**src/rtl/i2s_rx_pkg.sv**
```systemverilog
// Shared types and helpers for the I2S/TDM receiver.
// Related build macro: I2S_TDM_RECEIVER_ERROR_COUNT_EN (used by the top level).
package i2s_rx_pkg;

  typedef enum logic [1:0] {
    StIdle,
    StSkip,
    StRecv
  } rx_state_e;

  // DATA_DELAY modes: bit clocks skipped after the frame-start qualifier rises
  localparam int unsigned MODE_MSB_JUSTIFIED = 0;
  localparam int unsigned MODE_I2S           = 1;

  // Bit-address width of the circular frame buffer
  function automatic int unsigned rx_addr_width(input int unsigned channels,
                                                input int unsigned slot_bits,
                                                input int unsigned circ_buf_bits);
    return circ_buf_bits + $clog2(channels * slot_bits);
  endfunction

endpackage

```
**src/rtl/i2s_rx_sync.sv**
```systemverilog
// Synchronises the serial-port inputs into clk_i and detects their edges.
// Data travels through the same number of stages as BCLK, so data_o is the
// level that was present when the detected BCLK edge happened.
module i2s_rx_sync (
  input  logic clk_i,
  input  logic rst_i,
  input  logic bclk_i,
  input  logic data_i,
  input  logic running_i,
  output logic bclk_rise_o,
  output logic data_o,
  output logic running_o,
  output logic running_rise_o,
  output logic running_fall_o
);

  logic [1:0] bclk_sync_q;
  logic [1:0] data_sync_q;
  logic [1:0] running_sync_q;
  logic       bclk_prev_q;
  logic       running_prev_q;

  // Two-flop synchronisers plus one history stage for edge detection
  always_ff @(posedge clk_i or posedge rst_i) begin
    if (rst_i) begin
      bclk_sync_q    <= '0;
      data_sync_q    <= '0;
      running_sync_q <= '0;
      bclk_prev_q    <= 1'b0;
      running_prev_q <= 1'b0;
    end else begin
      bclk_sync_q    <= {bclk_sync_q[0], bclk_i};
      data_sync_q    <= {data_sync_q[0], data_i};
      running_sync_q <= {running_sync_q[0], running_i};
      bclk_prev_q    <= bclk_sync_q[1];
      running_prev_q <= running_sync_q[1];
    end
  end

  assign bclk_rise_o    = bclk_sync_q[1] & ~bclk_prev_q;
  assign data_o         = data_sync_q[1];
  assign running_o      = running_sync_q[1];
  assign running_rise_o = running_sync_q[1] & ~running_prev_q;
  assign running_fall_o = ~running_sync_q[1] & running_prev_q;

endmodule

```
**src/rtl/i2s_tdm_receiver.sv**
```systemverilog
// I2S/TDM serial receiver writing one bit per BCLK into a circular frame RAM.
// Frames are packed back-to-back at frame_idx*FRAME_BITS, which is the same as
// {frame_idx, bit_cnt} whenever FRAME_BITS is a power of two.
// Optional build macro: I2S_TDM_RECEIVER_ERROR_COUNT_EN adds error_count_o.
module i2s_tdm_receiver
  import i2s_rx_pkg::*;
#(
  parameter int unsigned  CHANNELS      = 8,
  parameter int unsigned  SLOT_BITS     = 32,
  parameter int unsigned  CIRC_BUF_BITS = 3,
  parameter int unsigned  DATA_DELAY    = MODE_MSB_JUSTIFIED,
  localparam int unsigned FRAME_BITS    = CHANNELS * SLOT_BITS,
  localparam int unsigned ADDR_W        = rx_addr_width(CHANNELS, SLOT_BITS, CIRC_BUF_BITS)
) (
  input  logic                     clk_i,
  input  logic                     rst_i,
  input  logic                     i2s_running_i,
  input  logic                     i2s_bclk_i,
  input  logic                     i2s_data_i,
  output logic [ADDR_W-1:0]        ram_write_addr_o,
  output logic                     ram_write_en_o,
  output logic                     ram_write_data_o,
  output logic [CIRC_BUF_BITS-1:0] last_good_frame_idx_o,
  output logic                     frame_done_o,
  output logic                     frame_error_o
`ifdef I2S_TDM_RECEIVER_ERROR_COUNT_EN
  ,
  output logic [15:0]              error_count_o
`endif
);

  localparam int unsigned CNT_W  = $clog2(FRAME_BITS);
  localparam int unsigned SKIP_W = (DATA_DELAY > 1) ? $clog2(DATA_DELAY) : 1;
  localparam logic [CNT_W-1:0]  LAST_BIT  = CNT_W'(FRAME_BITS - 1);
  localparam logic [SKIP_W-1:0] LAST_SKIP = SKIP_W'((DATA_DELAY > 0) ? DATA_DELAY - 1 : 0);

  logic bclk_rise;
  logic data_s;
  logic running_s;
  logic running_rise;
  logic running_fall;

  i2s_rx_sync u_sync (
    .clk_i          (clk_i),
    .rst_i          (rst_i),
    .bclk_i         (i2s_bclk_i),
    .data_i         (i2s_data_i),
    .running_i      (i2s_running_i),
    .bclk_rise_o    (bclk_rise),
    .data_o         (data_s),
    .running_o      (running_s),
    .running_rise_o (running_rise),
    .running_fall_o (running_fall)
  );

  rx_state_e                state_q;
  logic [CIRC_BUF_BITS-1:0] frame_idx_q;
  logic [CNT_W-1:0]         bit_cnt_q;
  logic [SKIP_W-1:0]        skip_cnt_q;
  logic [ADDR_W-1:0]        frame_base;

  // Start address of the frame slot currently being filled
  always_comb begin
    frame_base = ADDR_W'(frame_idx_q) * ADDR_W'(FRAME_BITS);
  end

  // Receive FSM with registered RAM-write and status outputs
  always_ff @(posedge clk_i or posedge rst_i) begin
    if (rst_i) begin
      state_q               <= StIdle;
      frame_idx_q           <= '0;
      bit_cnt_q             <= '0;
      skip_cnt_q            <= '0;
      ram_write_addr_o      <= '0;
      ram_write_en_o        <= 1'b0;
      ram_write_data_o      <= 1'b0;
      last_good_frame_idx_o <= '0;
      frame_done_o          <= 1'b0;
      frame_error_o         <= 1'b0;
    end else begin
      ram_write_en_o <= 1'b0;
      frame_done_o   <= 1'b0;
      frame_error_o  <= 1'b0;
      unique case (state_q)
        StIdle: begin
          ram_write_addr_o <= frame_base;
          bit_cnt_q        <= '0;
          skip_cnt_q       <= '0;
          if (running_rise) begin
            state_q <= (DATA_DELAY == MODE_MSB_JUSTIFIED) ? StRecv : StSkip;
          end
        end
        StSkip: begin
          if (bclk_rise) begin
            skip_cnt_q <= skip_cnt_q + SKIP_W'(1);
            if (skip_cnt_q == LAST_SKIP) begin
              state_q <= StRecv;
            end
          end
          // Nothing captured yet, so a drop here is not a partial frame
          if (running_fall) begin
            state_q <= StIdle;
          end
        end
        StRecv: begin
          if (bclk_rise) begin
            ram_write_en_o   <= 1'b1;
            ram_write_data_o <= data_s;
            ram_write_addr_o <= frame_base + ADDR_W'(bit_cnt_q);
            if (bit_cnt_q == LAST_BIT) begin
              bit_cnt_q             <= '0;
              frame_idx_q           <= frame_idx_q + CIRC_BUF_BITS'(1);
              last_good_frame_idx_o <= frame_idx_q;
              frame_done_o          <= 1'b1;
              // Back-to-back frames continue without a new skip phase
              if (!running_s) begin
                state_q <= StIdle;
              end
            end else begin
              bit_cnt_q <= bit_cnt_q + CNT_W'(1);
              // The edge is stored first; the frame is then partial, so abort
              if (running_fall) begin
                frame_error_o <= 1'b1;
                bit_cnt_q     <= '0;
                state_q       <= StIdle;
              end
            end
          end else if (running_fall) begin
            frame_error_o <= (bit_cnt_q != '0);
            bit_cnt_q     <= '0;
            state_q       <= StIdle;
          end
        end
        default: state_q <= StIdle;
      endcase
    end
  end

`ifdef I2S_TDM_RECEIVER_ERROR_COUNT_EN
  // Saturating count of aborted frames
  always_ff @(posedge clk_i or posedge rst_i) begin
    if (rst_i) begin
      error_count_o <= '0;
    end else if (frame_error_o && (error_count_o != 16'hFFFF)) begin
      error_count_o <= error_count_o + 16'd1;
    end
  end
`endif

endmodule

```
**config.mk**
```make
export PLATFORM = sky130hd
export DESIGN_NAME = i2s_tdm_receiver
export DESIGN_NICKNAME = d
export VERILOG_FILES = /design/src/rtl/i2s_rx_pkg.sv /design/src/rtl/i2s_rx_sync.sv /design/src/rtl/i2s_tdm_receiver.sv
export SDC_FILE = /design/constraint.sdc
export NUM_CORES = 1
export LEC_CHECK = 0
export CAP_MARGIN = 20
export CORE_ASPECT_RATIO = 0.75
export CORE_MARGIN = 5
export CORE_UTILIZATION = 35
export CTS_CLUSTER_SIZE = 20
export DETAILED_ROUTE_END_ITERATION = 10
export PLACE_DENSITY = 0.67
export SLEW_MARGIN = 0
export SYNTH_ARGS = -nofsm -noshare
export SYNTH_HDL_FRONTEND = slang
export SYNTH_SLANG_ARGS = --single-unit
```
**constraint.sdc**
```tcl
create_clock -name clk_i -period 1.71 [get_ports clk_i]
set_input_delay 0.342 -clock clk_i [delete_from_list [all_inputs] [get_ports clk_i]]
set_output_delay 0.342 -clock clk_i [all_outputs]
set_load 0.005 [all_outputs]
```
==> impl_metrics.yaml <==
outcome:
  result_of_the_run: "finished, final reports clean"
placement:
  placed_cells_incl_taps: 221
  placement.io_buffers: 22
  place.gp.congestion: 0.8126
  place_hpwl_um: 2473
clocking:
  sinks_on_clock_net: 40
  cts_tree: "built"
  clk_path_buf_depth: 2
  inserted_clock_buffers: 5
  htree_num_levels: 2
  cts_root_buf: "sky130_fd_sc_hd__clkbuf_8"
  clk_pin_slew_worst_paths_ps: 70
  worst_skew_pair.late_latency_ps: 290
critical_path:
  cell_by_cell_trace_of_the_critical_path: "ha_1 > nand3_2 > nor3_4 > mux2_2"
  crit_required_ps: 1890
  critical-path-slowest-cell: "sky130_fd_sc_hd__dfrtp_1"
  critical_path.startpoint_type: "register"
  critical_path_sink_type: "register"
  worst_path_largest_cell_delay_ps: 400
  worst-path-buf-inv: 0
  crit_type: "reg2reg"
  cp.arrival_ps: 1810
  critPathTopFamily: "simple AND/OR/NAND/NOR gates"
  path_max_fanout: 6
drt:
  remaining_drc_errors: 0
  drt-total-wl_um: 3387
  first_pass_iters: 4
  drt-wirelength-per-cell_um: 14.86
  post_drt_via_cell_ratio: 5.110
  drt_iter0_drc: 64
  route.vias.total: 1165
  route.antenna.remaining_nets: 0
timing:
  max-slew-margin-rel_pct: 72.43
  finalSetupTns_ps: 0
  finalMaxSlewViolations: 0
  period_needed_ps: 1628
  worst_slew_pin_slew_ps: 407.2
  finalSetupViolCount: 0
  final_skew_ps: 5.469
  final_hold_viol_count: 0
  grt_setup_unrepaired: "no"
  max_freq_mhz: 614.2
  final_min_period_over_clock_period_pct: 95.21
cells_and_area:
  layout.filler_cells: 397
  instances_no_fill: 228
  layout-drive-gt1-share_pct: 18.13
  synthToLayoutAreaGrowth_pct: 30.59
  nets: 179
  layout.cells.most_common: "sky130_fd_sc_hd__dfrtp_1"
  layout_common_cells: "sky130_fd_sc_hd__dfrtp_1, sky130_fd_sc_hd__clkdlybuf4s50_1, sky130_fd_sc_hd__nand2_1"
  antennaDiodeCount: 0
yosys:
  post_synth_instance_area_mm2: 0.001628
  synthesis.instances: 137
  ys_dominant_reg_cell: "sky130_fd_sc_hd__dfrtp_1"
  post_synth_num_cell_types: 38
  synth.top_cell.area_share_pct: 61.49
  seq_area_frac_synth_pct: 61.49
  yosys_warnings: 0
  netlist_top_cells_area: "sky130_fd_sc_hd__dfrtp_1, sky130_fd_sc_hd__mux2_2, sky130_fd_sc_hd__o21ai_0"
  netlist.top_cell.by_area: "sky130_fd_sc_hd__dfrtp_1"
  ys_ff_latch: 40
  async_s_r_ff_share_synth_pct: 100.0
  mean_post_synth_cell_area_um2: 11.88
  synth-edff-count: 0
  postSynthNetCount: 145
floorplan:
  die_height_um: 69.06
  die_ar_mm2: 0.006129
  core.rowCount: 21
  initial_utilization_pct: 36.23
  io_pins: 23
  die_w_um: 88.75
  core_region_area_mm2: 0.004493
min_path:
  holdCritPathClass: "reg2reg"
global_routing:
  track_usage_pct: 12.76
  wire_length_of_the_first_global_routing_pass_um: 6099
  grt_overflow: 0
  grt_antenna_before_repair: 0
  first_global_vias: 1237
  grt_start_max_net_pins: 41
job:
  drv_cap: 0
power_and_ir_drop:
  max-vdd-ir-drop_uv: 499.0
  power_density_mw_per_mm2: 943.2
  cellLeakagePower_uw: 0.0009810
## layout make-up
type / count / area [um2] / share of cell area (%)
Multi-Input combinational cell: 85 / 594.3 / 27.96
Timing Repair Buffer: 31 / 300.3 / 14.13
Clock buffer: 5 / 68.82 / 3.237
Tap cell: 57 / 71.32 / 3.355
Clock inverter: 2 / 60.06 / 2.825
Inverter: 8 / 30.03 / 1.413
Sequential cell: 40 / 1001 / 47.09
## path summary, 6_finish.rpt
| path | from | to | slack, ps | cells past startpoint |
|---|---|---|---|---|
| worst max-delay path | bit_cnt_q[0]$_DFFE_PP0P_ | last_good_frame_idx_o[1]$_DFFE_PP0P_ | 80 | 4 |
| worst min-delay path | u_sync.bclk_sync_q[0]$_DFF_PP0_ | u_sync.bclk_sync_q[1]$_DFF_PP0_ | 350 | 0 |
| worst max register to register | bit_cnt_q[0]$_DFFE_PP0P_ | last_good_frame_idx_o[1]$_DFFE_PP0P_ | 80 | 4 |
| worst min register to register | u_sync.bclk_sync_q[0]$_DFF_PP0_ | u_sync.bclk_sync_q[1]$_DFF_PP0_ | 350 | 0 |
| max in group asynchronous | rst_i | bit_cnt_q[5]$_DFFE_PP0P_ | 1100 | 3 |
| min in group asynchronous | rst_i | u_sync.running_sync_q[0]$_DFF_PP0_ | 410 | 3 |
## through the flow
step	setup slack (ps)	cell area, um2	hold slack, ps	util [%]	power, uW
finish	81.98	2126	352.5	47.31	2005
global route	2.274	2126	370.1	47.31	2079
CTS	25.44	2102	354.2	46.78	2013
detailed placement	11.92	1973	337.1	43.92	1134
global placement	143.5	1973	331.0	43.92	1127
floorplan	194.8	1628	331.2	-	1074
## cells in the mapped netlist (all sizes together), types with 2 or more instances
| cell type | number |
|---|---|
| nand2b | 3 |
| nor3 | 4 |
| nor2b | 3 |
| a22o | 6 |
| a21oi | 2 |
| dfrtp | 40 |
| o21ai | 12 |
| nor2 | 3 |
| mux2 | 7 |
| nand3 | 8 |
| inv | 8 |
| ha | 3 |
| buf | 3 |
| nand2 | 14 |
| nand4 | 2 |
## power by group
| part | total [uW] | switching, uW | internal (uW) |
|---|---|---|---|
| clock | 887 | 313 | 574 |
| combinational | 136 | 75.2 | 60.4 |
| sequential | 983 | 14.8 | 968 |
| total | 2010 | 403 | 1600 |
## kinds of logic after synthesis
logic type               synth area share, %
AND/OR/NAND/NOR                        14.68
AO/OA/AOI/OAI                          12.15
buffers and inverters                  3.459
flip-flops                             61.49
XOR/XNOR                               1.076
adder cells (fa/ha/maj)                2.306
multiplexers                           4.843
## sequential cells by signal (all words and copies together) (netlist names)
| signal | count |
|---|---|
| u_sync.bclk_prev_q | 1 |
| skip_cnt_q | 1 |
| ram_write_en_o | 1 |
| ram_write_data_o | 1 |
| frame_done_o | 1 |
| bit_cnt_q | 8 |
| last_good_frame_idx_o | 3 |
| frame_idx_q | 3 |
| ram_write_addr_o | 11 |
| u_sync.bclk_sync_q | 2 |
| u_sync.running_prev_q | 1 |
| state_q | 2 |
| u_sync.running_sync_q | 2 |
| frame_error_o | 1 |
| u_sync.data_sync_q | 2 |
## per-layer routing
layer	track usage (%)	up-vias	routed length (um)
met2	18.45	20	1540
li1	-	555	-
met1	17.99	583	1663
met3	3.929	7	147
met5	0	-	0
met4	4.362	0	35
## what timing repair did
item	4_1_cts	5_1_grt
setup buffers	0	0
endpoints found under the setup margin	0	11
hold buffers	0	0
resized for setup	0	4
Power figures use the tool's default switching activity.
